[src/rtl/ysyx_25010008_ifu.sv]
// Instruction fetch unit: single-outstanding AXI4-Lite read master that hands
// each fetched word to decode and waits for the next PC from writeback.
//
// state    | meaning
// ST_AR    | address phase, arvalid high until arready
// ST_R     | data phase, rready high until rvalid
// ST_VALID | one-cycle ivalid pulse, inst ready for decode/commit
// ST_WAIT  | waiting for wb_valid with the next PC
// ST_ERR   | bus or alignment fault, terminal until reset
module ysyx_25010008_ifu #(
  parameter logic [31:0] RESET_PC = 32'h8000_0000
) (
  input  logic        clock,
  input  logic        reset,
  output logic [31:0] araddr,
  output logic        arvalid,
  input  logic        arready,
  input  logic [31:0] rdata,
  input  logic [1:0]  rresp,
  input  logic        rvalid,
  output logic        rready,
  output logic [31:0] inst,
  output logic        ivalid,
  output logic [31:0] pc,
  input  logic        wb_valid,
  input  logic [31:0] dnpc,
  output logic        fault,
  output logic [31:0] inst_cnt
);

  localparam logic [2:0] ST_AR    = 3'd0;
  localparam logic [2:0] ST_R     = 3'd1;
  localparam logic [2:0] ST_VALID = 3'd2;
  localparam logic [2:0] ST_WAIT  = 3'd3;
  localparam logic [2:0] ST_ERR   = 3'd4;

  localparam logic [31:0] NOP = 32'h0000_0013;

  logic [2:0]  state_q, state_d;
  logic [31:0] pc_q, pc_d;
  logic [31:0] inst_q, inst_d;
  logic        fault_q, fault_d;
  logic [31:0] inst_cnt_q, inst_cnt_d;

  always_comb begin
    state_d    = state_q;
    pc_d       = pc_q;
    inst_d     = inst_q;
    fault_d    = fault_q;
    inst_cnt_d = inst_cnt_q;
    case (state_q)
      ST_AR: begin
        if (arready) state_d = ST_R;
      end
      ST_R: begin
        if (rvalid) begin
          if (rresp == 2'b00) begin
            inst_d  = rdata;
            state_d = ST_VALID;
          end else begin
            fault_d = 1'b1;
            state_d = ST_ERR;
          end
        end
      end
      ST_VALID, ST_WAIT: begin
        if (state_q == ST_VALID) inst_cnt_d = inst_cnt_q + 32'd1;
        // A same-cycle writeback in VALID skips WAIT entirely.
        if (wb_valid) begin
          pc_d = dnpc;
          if (dnpc[1:0] == 2'b00) begin
            state_d = ST_AR;
          end else begin
            fault_d = 1'b1;
            state_d = ST_ERR;
          end
        end else begin
          state_d = ST_WAIT;
        end
      end
      ST_ERR: begin
        state_d = ST_ERR;
      end
      default: begin
        state_d = ST_AR;
      end
    endcase
  end

  always_ff @(posedge clock) begin
    if (reset) begin
      state_q    <= ST_AR;
      pc_q       <= RESET_PC;
      inst_q     <= NOP;
      fault_q    <= 1'b0;
      inst_cnt_q <= 32'd0;
    end else begin
      state_q    <= state_d;
      pc_q       <= pc_d;
      inst_q     <= inst_d;
      fault_q    <= fault_d;
      inst_cnt_q <= inst_cnt_d;
    end
  end

  // Handshake outputs are masked while reset is held so nothing leaks before release.
  assign arvalid  = (state_q == ST_AR)    & ~reset;
  assign rready   = (state_q == ST_R)     & ~reset;
  assign ivalid   = (state_q == ST_VALID) & ~reset;
  assign araddr   = pc_q;
  assign pc       = pc_q;
  assign inst     = inst_q;
  assign fault    = fault_q;
  assign inst_cnt = inst_cnt_q;

endmodule

[config.mk]
export PLATFORM = sky130hd
export DESIGN_NAME = ysyx_25010008_ifu
export DESIGN_NICKNAME = d
export VERILOG_FILES = /design/src/rtl/ysyx_25010008_ifu.sv
export SDC_FILE = /design/constraint.sdc
export NUM_CORES = 1
export LEC_CHECK = 0
export ABC_AREA = 1
export ABC_CLOCK_PERIOD_IN_PS = 3810
export CORE_ASPECT_RATIO = 1.1
export CORE_MARGIN = 2
export CORE_UTILIZATION = 45
export CTS_CLUSTER_DIAMETER = 30
export DETAILED_ROUTE_END_ITERATION = 10
export HOLD_SLACK_MARGIN = 0.12
export PLACE_DENSITY = 0.86
export SLEW_MARGIN = 20
export SYNTH_ARGS = -nofsm -noshare
export SYNTH_HDL_FRONTEND = slang
export SYNTH_SLANG_ARGS = --single-unit
[constraint.sdc]
create_clock -name clock -period 3.81 [get_ports clock]
set_input_delay 0.762 -clock clock [delete_from_list [all_inputs] [get_ports clock]]
set_output_delay 0.762 -clock clock [all_outputs]
set_load 0.05 [all_outputs]
==> results.cfg <==
[setup_path]
critPathRequiredTime_ns = 3.05
cp_slowest_cell = clkdlybuf4s50_1
path_cells = clkdlybuf4s50_1 -> nor4_1 -> clkdlybuf4s50_1
crit_top_cell = clkdlybuf4s50_1
endpoint_kind = output port
start_kind = primary input
slowest_delay_ns = 0.87
crit_fanout = 6
crit_type = primary input to output port
critPathArrivalTime_ns = 2.52

[timing]
setup_viol = 0
slew_viol_final = 0
final_hold_viol_count = 0
rsz0062_at_grt = false
relSlewSlack_pct = 31.1
fin_crit_sh_pct = 86.2
finalCriticalPeriod_ns = 3.29
fin_worst_skew_ns = 0.0130
finalSetupTns_ns = 0
timing.fmax_mhz = 304
hold_ws_ns = 0.458
tightest_slew_ns = 1.03
setup_slack_ns = 0.524

[synthesis]
yosysWarnings = 0
yosysMostFrequentCell = nor2_1
synth_top_area_share_pct = 44.5
avgSynthCellArea_um2 = 7.03
synth_cells = 640
ys_seq_area_share_pct = 44.5
synthFlopType = dfxtp_1
yosys.area.top_type = dfxtp_1
synthTopCellsByCount = 181 x nor2_1, 100 x dfxtp_1, 83 x nand2_1
syn_nets = 712
syn_area_um2 = 4500
synthTopCellsByArea = dfxtp_1 44%, nor2_1 15%, o21ai_0 7.7%
synth_cell_types = 30
synthArstFlopShare_pct = 0
ys_ff_latch = 100
synth_edf_count = 0

[route]
drc = 0
viasPerCell = 5.13
ant_nets = 0
vias = 4759
wirelength_mm = 13.0
dr.pass1.iters = 7
drt-initial-drc-count = 212
wl_per_cell_um = 14.0

[placed_design]
place_ws_ns = 0.525
io_buffer_count = 202
gp_congestion = 0.876
dp_hpwl_mm = 9.75
place_area_um2 = 6350

[worst_hold_path]
hold_path.class = flip-flop to flip-flop

[floorplanning]
num_rows = 38
coreArea_um2 = 9790
die_area_um2 = 10800
start_util_pct = 46.0
dieHeight_um = 109
ioPinCount = 203
fp.dieW_um = 99.4

[global_routing]
grt_max_degree = 49
grt.total_usage_pct = 24.0
grt_pass1_wl_mm = 20.9
antenna_found_initial = 0
grt_overflow_total = 0
grt_pass1_vias = 4634

[finish]
postLayoutCellArea_um2 = 6560
final_layout_size_suffix_gt1_share_pct = 5.45
area_growth_pct = 45.6
layout.nets = 874
fillerInstances = 793
n_antenna_cell = 0

[power_and_ir_drop]
powerDensity_nw_per_um2 = 331
p_leak_nw = 2.64
ir_drop_v = 0.000195
p_total_mw = 2.17

[clocking]
cts_tree = built
cts_hold_buffers = 0
cts_buffer_depth = 2
clk_pin_slew_worst_paths_ns = 0.10
clock-sinks = 100
cts_inserted_buffers = 9
cts-root-buf = clkbuf_8
cts_htree_levels = 3
post-cts-setup-buffers = 0
cts_resized = 0
clkLatencyLatePin_ns = 0.36

[run]
drv_cap = 0

[status]
status = finished, final reports clean
## layout make-up
cell class | count | area [um^2] | area share, %
Sequential cell | 100 | 2000 | 30.5
Clock buffer | 11 | 141 | 2.16
Tap cell | 120 | 150 | 2.29
Timing Repair Buffer | 206 | 2060 | 31.5
Inverter | 56 | 210 | 3.21
Clock inverter | 5 | 65.1 | 0.993
Multi-Input combinational cell | 429 | 1920 | 29.3
## power by group
part	internal (mW)	switching (mW)	total, mW
registers	1.07	0.0228	1.10
logic	0.146	0.211	0.357
clock network	0.332	0.386	0.719
total	1.55	0.621	2.17
## layer usage
metal | share of wire [%] | track usage [%] | vias to the layer above | wire [um]
met5 | 0 | 0 | - | 0
met4 | 2.4 | 10.9 | 0 | 312
met3 | 8.2 | 7.31 | 36 | 1060
met2 | 52 | 43.5 | 206 | 6730
met1 | 38 | 25.5 | 2211 | 4900
li1 | - | - | 2306 | -
## stage by stage
step           instances  util (%)
6_report             927      66.9
3_3_place_gp         911      64.8
5_1_grt              927      66.9
3_5_place_dp         911      64.8
2_1_floorplan        640         -
4_1_cts              927      66.9
## sequential cells by signal (all words and copies together) (netlist names)
register  count
state_q       3
araddr       32
inst         32
inst_cnt     32
fault         1
## final timing paths
path / start / to / slack (ns) / cells after the start
worst max-delay path: reset / arvalid / 0.52 / 3
worst min-delay path: fault / fault / 0.46 / 2
worst max register to register: state_q[2] / inst[20] / 1.68 / 8
worst min register to register: fault / fault / 0.46 / 2
## kinds of logic after synthesis
| group | Yosys count | share of synthesized area [%] |
|---|---|---|
| AO/OA/AOI/OAI | 92 | 10.4 |
| XOR/XNOR | 1 | 0.195 |
| adder cells (fa/ha/maj) | 1 | 0.278 |
| buffers and inverters | 111 | 12.8 |
| flip-flops | 100 | 44.5 |
| AND/OR/NAND/NOR | 335 | 31.8 |
## worst max-delay path, delay by kind of cell
kind,cells,cell delay (ns)
simple gates,1,0.27
buf+inv,2,1.49
## cells in the final DEF, fill, tap and decap left out, drive strengths merged
cell and count:
a211oi 2, a21oi 17, and3 2, buf 4
bufinv 1, clkbuf 11, clkdlybuf4s50 202, dfxtp 100
ha 1, inv 60, nand2 88, nand3 36
nand3b 1, nand4 9, nor2 193, nor3 4
nor4 2, o21a 1, o21ai 72, xor2 1
Power figures use the tool's default switching activity.
